--- src/rtl/instr_issue_if.sv ---
// rtl/instr_issue_if.sv - fetch/issue/feedback signal bundle for the instr_issue stage
interface instr_issue_if #(
    parameter int DEPTH = 4,
    parameter int PCW   = 16
);
    localparam int CW = $clog2(DEPTH) + 1;

    logic           in_valid;
    logic           in_ready;
    logic [15:0]    in_instr;
    logic [PCW-1:0] in_pc;
    logic [4:0]     opcode;
    logic [1:0]     op_ext;
    logic           issue_valid;
    logic [PCW-1:0] issue_pc;
    logic           halt;
    logic           stall_ex;
    logic           redirect;
    logic           halted;
    logic [CW-1:0]  fifo_count;
    logic [15:0]    perf_issued;
    logic [15:0]    perf_bubbles;

    modport master (
        input  in_valid, in_instr, in_pc, halt, stall_ex, redirect,
        output in_ready, opcode, op_ext, issue_valid, issue_pc, halted,
               fifo_count, perf_issued, perf_bubbles
    );

    modport slave (
        output in_valid, in_instr, in_pc, halt, stall_ex, redirect,
        input  in_ready, opcode, op_ext, issue_valid, issue_pc, halted,
               fifo_count, perf_issued, perf_bubbles
    );
endinterface

--- src/rtl/instr_issue.sv ---
// rtl/instr_issue.sv - prefetch FIFO plus registered issue slot feeding the control decoder
// Optional perf counters enabled by defining ISSUE_PERF_EN.
module instr_issue #(
    parameter int DEPTH = 4,
    parameter int PCW   = 16
) (
    input  logic          clk,
    input  logic          rst_n,
    instr_issue_if.master bus
);
    localparam int AW = $clog2(DEPTH);
    localparam int CW = AW + 1;
    localparam int EW = PCW + 16;

    typedef enum logic [1:0] {RUN, FLUSH, HALTED} state_t;

    state_t         state_q, state_d;
    logic [AW-1:0]  wr_ptr_q, wr_ptr_d;
    logic [AW-1:0]  rd_ptr_q, rd_ptr_d;
    logic [CW-1:0]  count_q, count_d;
    logic [EW-1:0]  mem_q [DEPTH];
    logic [EW-1:0]  mem_d [DEPTH];
    logic           issue_valid_q, issue_valid_d;
    logic [15:0]    issue_instr_q, issue_instr_d;
    logic [PCW-1:0] issue_pc_q, issue_pc_d;

    logic run, in_ready, push, pop, advance, take_halt, fifo_empty;

    always_comb begin
        run        = (state_q == RUN);
        fifo_empty = (count_q == '0);
        in_ready   = (count_q < CW'(DEPTH)) && run && !bus.redirect;
        push       = bus.in_valid && in_ready;
        take_halt  = run && issue_valid_q && bus.halt && !bus.stall_ex && !bus.redirect;
        advance    = run && !bus.redirect && (!issue_valid_q || !bus.stall_ex);
        // The halting instruction retires without pulling a successor into the slot.
        pop        = advance && !take_halt && !fifo_empty;
    end

    always_comb begin
        state_d       = state_q;
        wr_ptr_d      = wr_ptr_q;
        rd_ptr_d      = rd_ptr_q;
        count_d       = count_q;
        mem_d         = mem_q;
        issue_valid_d = issue_valid_q;
        issue_instr_d = issue_instr_q;
        issue_pc_d    = issue_pc_q;

        if (push) begin
            mem_d[wr_ptr_q] = {bus.in_pc, bus.in_instr};
            wr_ptr_d        = wr_ptr_q + AW'(1);
        end

        if (advance && !take_halt) begin
            issue_valid_d = !fifo_empty;
            if (!fifo_empty) begin
                {issue_pc_d, issue_instr_d} = mem_q[rd_ptr_q];
                rd_ptr_d                    = rd_ptr_q + AW'(1);
            end
        end

        case ({push, pop})
            2'b10:   count_d = count_q + CW'(1);
            2'b01:   count_d = count_q - CW'(1);
            default: count_d = count_q;
        endcase

        case (state_q)
            RUN: begin
                if (take_halt) begin
                    state_d       = HALTED;
                    issue_valid_d = 1'b0;
                end
            end
            FLUSH:   state_d = RUN;
            HALTED:  state_d = HALTED;
            default: state_d = RUN;
        endcase

        // Redirect wins over halt and over any push/pop decided above.
        if (bus.redirect && state_q != HALTED) begin
            state_d       = FLUSH;
            wr_ptr_d      = '0;
            rd_ptr_d      = '0;
            count_d       = '0;
            issue_valid_d = 1'b0;
        end
    end

    always_ff @(posedge clk or negedge rst_n) begin
        if (!rst_n) begin
            state_q       <= RUN;
            wr_ptr_q      <= '0;
            rd_ptr_q      <= '0;
            count_q       <= '0;
            issue_valid_q <= 1'b0;
            issue_instr_q <= '0;
            issue_pc_q    <= '0;
        end else begin
            state_q       <= state_d;
            wr_ptr_q      <= wr_ptr_d;
            rd_ptr_q      <= rd_ptr_d;
            count_q       <= count_d;
            issue_valid_q <= issue_valid_d;
            issue_instr_q <= issue_instr_d;
            issue_pc_q    <= issue_pc_d;
        end
    end

    always_ff @(posedge clk) begin
        mem_q <= mem_d;
    end

    assign bus.in_ready    = in_ready;
    assign bus.opcode      = issue_instr_q[15:11];
    assign bus.op_ext      = issue_instr_q[1:0];
    assign bus.issue_valid = issue_valid_q;
    assign bus.issue_pc    = issue_pc_q;
    assign bus.halted      = (state_q == HALTED);
    assign bus.fifo_count  = count_q;

`ifdef ISSUE_PERF_EN
    logic [15:0] perf_issued_q, perf_issued_d;
    logic [15:0] perf_bubbles_q, perf_bubbles_d;
    logic        consume;

    always_comb begin
        consume        = issue_valid_q && !bus.stall_ex && !bus.redirect;
        perf_issued_d  = perf_issued_q;
        perf_bubbles_d = perf_bubbles_q;
        if (consume && perf_issued_q != 16'hFFFF)
            perf_issued_d = perf_issued_q + 16'd1;
        if (run && !issue_valid_q && perf_bubbles_q != 16'hFFFF)
            perf_bubbles_d = perf_bubbles_q + 16'd1;
    end

    always_ff @(posedge clk or negedge rst_n) begin
        if (!rst_n) begin
            perf_issued_q  <= '0;
            perf_bubbles_q <= '0;
        end else begin
            perf_issued_q  <= perf_issued_d;
            perf_bubbles_q <= perf_bubbles_d;
        end
    end

    assign bus.perf_issued  = perf_issued_q;
    assign bus.perf_bubbles = perf_bubbles_q;
`else
    assign bus.perf_issued  = 16'd0;
    assign bus.perf_bubbles = 16'd0;
`endif
endmodule

--- src/flat_wrapper.sv ---
// flat-port wrapper written by rule: the top's interface ports become plain ports
module instr_issue_flat 
#(
    parameter int DEPTH = 4,
    parameter int PCW   = 16
)
  (clk, rst_n, bus_in_valid, bus_in_instr, bus_in_pc, bus_halt, bus_stall_ex, bus_redirect, bus_in_ready, bus_opcode, bus_op_ext, bus_issue_valid, bus_issue_pc, bus_halted, bus_fifo_count, bus_perf_issued, bus_perf_bubbles);
  instr_issue_if #(.DEPTH(DEPTH), .PCW(PCW)) bus_i ();
  input  logic clk;
  input  logic rst_n;
  input wire logic [$bits(bus_i.in_valid)-1:0] bus_in_valid;
  input wire logic [$bits(bus_i.in_instr)-1:0] bus_in_instr;
  input wire logic [$bits(bus_i.in_pc)-1:0] bus_in_pc;
  input wire logic [$bits(bus_i.halt)-1:0] bus_halt;
  input wire logic [$bits(bus_i.stall_ex)-1:0] bus_stall_ex;
  input wire logic [$bits(bus_i.redirect)-1:0] bus_redirect;
  output wire logic [$bits(bus_i.in_ready)-1:0] bus_in_ready;
  output wire logic [$bits(bus_i.opcode)-1:0] bus_opcode;
  output wire logic [$bits(bus_i.op_ext)-1:0] bus_op_ext;
  output wire logic [$bits(bus_i.issue_valid)-1:0] bus_issue_valid;
  output wire logic [$bits(bus_i.issue_pc)-1:0] bus_issue_pc;
  output wire logic [$bits(bus_i.halted)-1:0] bus_halted;
  output wire logic [$bits(bus_i.fifo_count)-1:0] bus_fifo_count;
  output wire logic [$bits(bus_i.perf_issued)-1:0] bus_perf_issued;
  output wire logic [$bits(bus_i.perf_bubbles)-1:0] bus_perf_bubbles;
  assign bus_i.in_valid = bus_in_valid;
  assign bus_i.in_instr = bus_in_instr;
  assign bus_i.in_pc = bus_in_pc;
  assign bus_i.halt = bus_halt;
  assign bus_i.stall_ex = bus_stall_ex;
  assign bus_i.redirect = bus_redirect;
  assign bus_in_ready = bus_i.in_ready;
  assign bus_opcode = bus_i.opcode;
  assign bus_op_ext = bus_i.op_ext;
  assign bus_issue_valid = bus_i.issue_valid;
  assign bus_issue_pc = bus_i.issue_pc;
  assign bus_halted = bus_i.halted;
  assign bus_fifo_count = bus_i.fifo_count;
  assign bus_perf_issued = bus_i.perf_issued;
  assign bus_perf_bubbles = bus_i.perf_bubbles;
  instr_issue #(.DEPTH(DEPTH), .PCW(PCW)) u_core (.clk(clk), .rst_n(rst_n), .bus(bus_i));
endmodule
--- config.mk ---
export PLATFORM = sky130hd
export DESIGN_NAME = instr_issue_flat
export DESIGN_NICKNAME = d
export VERILOG_FILES = /design/src/rtl/instr_issue_if.sv /design/src/rtl/instr_issue.sv /design/src/flat_wrapper.sv
export SDC_FILE = /design/constraint.sdc
export NUM_CORES = 1
export LEC_CHECK = 0
export BUFFER_PORTS_ARGS = -buffer_cell sky130_fd_sc_hd__buf_4
export CORE_UTILIZATION = 35
export CTS_BUF_LIST = sky130_fd_sc_hd__clkbuf_4
export CTS_CLUSTER_SIZE = 28
export DETAILED_ROUTE_END_ITERATION = 8
export SLEW_MARGIN = 20
export SYNTH_ARGS = -nofsm -noshare
export SYNTH_HDL_FRONTEND = slang
export SYNTH_SLANG_ARGS = --single-unit
--- constraint.sdc ---
create_clock -name clk -period 3.45 [get_ports clk]
set_input_delay 0.345 -clock clk [delete_from_list [all_inputs] [get_ports clk]]
set_output_delay 0.345 -clock clk [all_outputs]
set_load 0.01 [all_outputs]
==> key figures <==
Status
  • Status: complete, no violations

Synth
  • Top-area cell type share of the netlist area: 54.5%
  • Synthesized area: 5070 um2
  • Sequential area share after synthesis: 70.8%
  • #FFs+latches synth: 125
  • Largest cells by area after synthesis: edfxtp_1 55%, dfrtp_1 16%, mux4_2 7.6%, mux2_2 4.9%, buf_4 4.7%
  • Synth warnings: 0
  • Synthesized area per cell: 19.4 um2
  • Yosys top cell by area: edfxtp_1
  • Distinct cells, synth: 35
  • Synthesized netlist cell count: 261

Floorplanning
  • Core Region: between 10000 and 15000 um2
  • Die Footprint: roughly 15000 um2
  • Die Width: roughly 120 um
  • Initial core utilization: 36.2%
  • Row count: 43
  • Die H: between 100 and 150 um
  • I/O pins: 99

Power
  • Comb pwr share: between 10% and 20%
  • IR drop worst, VDD: ~230 uV
  • Leak: 2.34 nW
  • Part of the power in registers: 52.7%
  • Cell-internal power: 2.71 mW
  • Net Sw Power: between 0.8 and 0.9 mW
  • Clock power frac: 30.9%
  • Pwr Density: 581 nW/um2
  • Net Sw Frac: between 20% and 30%

Setup path
  • Slowest-stage cell, CP: nor4_2
  • FF-to-FF path depth: 8
  • Crit-path cells: nor4_2 -> and2_1 -> inv_1 -> ha_1 -> fa_1 -> xnor2_1 -> or3_1 -> a21oi_1
  • Critical path startpoint category: flip-flop
  • CP Class: reg2reg
  • R2R Path Start: u_core.bus.fifo_count[2]
  • Worst flop-to-flop path endpoint: u_core.bus.fifo_count[2]
  • Worst path max stage delay: ~610 ps
  • CP Data Required Time: 3890 ps
  • CP arrival: 3080 ps
  • CP max FO: 8
  • Crit path capture type: flip-flop
  • FF-to-FF setup slack: 810 ps

Clock network
  • CTS hold repair buffers: 24
  • Clock Latency Late Sink: 500 ps
  • Post-CTS Setup Repair Bufs: 0
  • CTS tree: yes
  • Post-CTS sizing: 0
  • Total CTS buffers: 17
  • Worst-path clk slew: 110 ps
  • Sink Count: 125
  • # H-tree levels: 4
  • CTS Root Cell: clkbuf_4
  • CTS max path bufs: 2

Global routing
  • Largest net degree at the start of global routing: 34
  • Global routing usage on met1: 16.1%
  • Total grt overflow: 0
  • First-pass GRT wire length: 13700 um
  • Gr usage total: about 13%
  • Number of global-route vias before repair: about 2500
  • GR peak layer: met2
  • Met2 Resource Use GR: 21.0%
  • Initial antenna violation count: 0
  • Grt met3 use: 3.76%

Job
  • Max-Cap Viols: 0

Routing
  • Average wire per standard cell: 16.1 um
  • Vias per cell: 4.54
  • DRT iter0 DRCs: 94
  • ANT nets after route: 0
  • Total wire length: 8880 um
  • DRC: 0
  • DRT Pass-1 Iters: 4
  • Via count: between 2000 and 3000

Timing
  • Final worst setup slack: between 800 and 900 ps
  • Fin crit share: 76.6%
  • Max-slew violation count: 0
  • Final hold violations: 0
  • RSZ-0062 raised after global routing: false
  • Final setup vio count: 0
  • Minimum clock period: 2640 ps
  • Final Skew: about 15 ps
  • F_max: around 380 MHz
  • Tightest Pin Transition: 848 ps
  • Total negative slack: 0 ps
  • Slew Limit Headroom: between 40% and 50%

Placement
  • Post-placement cell area: 5570 um2
  • DP Worst Slack: approximately 830 ps
  • Post-placement cell count: just under 500
  • RD Place Congestion: 0.775
  • Detailed placement HPWL: 5090 um
  • PortBufs: 57

Worst hold path
  • Min-Delay Path Class: in2reg
  • Worst Hold Launch: bus_in_valid
  • WHS Endpoint: u_core.wr_ptr_q[0]
  • Hold Crit Depth: 3

Cells and area
  • Commonest non-fill, non-tap cell in the layout: edfxtp_1
  • Post-layout nets: 402
  • Commonest non-fill, non-tap cells in the layout: 92 x edfxtp_1, 63 x buf_4, 32 x conb_1, 32 x dfrtp_1, 24 x dlygate4sd3_1
  • Layout Cells excl Fill: about 550
  • Syn-to-layout area delta: 21.0%
  • Share of cells above drive strength 1: 36.7%
  • Fin util: 43.8%
  • Cell area after layout: slightly above 6000 um2
sequential cells by signal (all words and copies together), names as in the netlist:
register,flops
u_core.bus.issue_valid,1
u_core.rd_ptr_q,2
u_core.bus.issue_pc,16
u_core.wr_ptr_q,2
u_core.bus.fifo_count,3
u_core.state_q,2
u_core.mem_q,92
u_core.issue_instr_q,7
layout make-up:
type | count | area (um2)
Tap cell | 180 | 225
Sequential cell | 125 | 3590
Inverter | 6 | 22.5
Antenna cell | 1 | 2.50
Clock inverter | 13 | 174
Fill cell | 1261 | 7860
Multi-Input combinational cell | 121 | 1260
Clock buffer | 19 | 143
Timing Repair Buffer | 87 | 713
cells in the mapped netlist, drive strengths merged:
cell / instances
a21oi: 2
a311oi: 1
a41oi: 1
and2: 1
and3: 4
buf: 38
clkbuf: 2
conb: 1
dfrtp: 33
edfxtp: 92
fa: 1
ha: 5
inv: 6
mux2: 23
mux2i: 3
mux4: 23
nand3: 3
nand4: 1
nand4bb: 1
nor2: 5
nor2b: 1
nor3: 2
nor4: 1
o21ai: 6
o31ai: 1
or3: 2
xnor2: 1
xor2: 1
cells by family (layout without fill, tap and decap cells):
group	count (synthesis)	in the layout	synth area share [%]
AOI/OAI and AO/OA	11	11	1.28
xor gates and xnor gates	2	2	0.346
adders and majority gates	6	6	1.63
buffers and inverters	46	125	6.54
DFF	125	125	70.8
muxes	49	49	16.4
other	1	33	0.0740
and+or+nand+nor	21	21	2.91
worst max path at each step:
stage | start | end | slack (ps) | cells after the start
finish | u_core.bus.fifo_count[2] | u_core.bus.fifo_count[2] | 810 | 8
detailed placement | u_core.bus.fifo_count[2] | u_core.bus.fifo_count[2] | 830 | 8
global route | u_core.bus.fifo_count[2] | u_core.bus.fifo_count[2] | 620 | 8
global placement | u_core.bus.fifo_count[2] | u_core.bus.fifo_count[2] | 940 | 8
floorplan | u_core.bus.fifo_count[2] | u_core.bus.fifo_count[2] | 940 | 8
CTS | u_core.bus.fifo_count[2] | u_core.bus.fifo_count[2] | 810 | 8
per-layer routing:
metal	routed length [um]	share of wire, %
met1	3940	44
met3	325	3.7
met5	0	0
met4	111	1.2
met2	4510	51
power by group through the flow:
stage          logic, mW  registers [mW]  clock network (mW)
6_report           0.583            1.88                1.10
5_1_grt            0.633            1.90                1.20
4_1_cts            0.594            1.89                1.14
3_5_place_dp       0.571            1.92                   0
3_3_place_gp       0.562            1.92                   0
2_1_floorplan      0.249            1.95                   0
worst max-delay path, delay by kind of cell, from the launching register on:
family                     cells  cell delay, ps
adders and majority gates      2             590
buffers and inverters          1              50
and+or+nand+nor                3            1180
AOI/OAI and AO/OA              1             150
xor gates and xnor gates       1             140
DFF                            1             460
through the flow:
step	power, mW	hold slack, ps
5_1_grt	3.74	99.1
6_report	3.56	142
2_1_floorplan	2.20	49.4
3_5_place_dp	2.49	362
4_1_cts	3.62	80.7
3_3_place_gp	2.48	351
No activity file was read; power rests on OpenSTA's default activity.
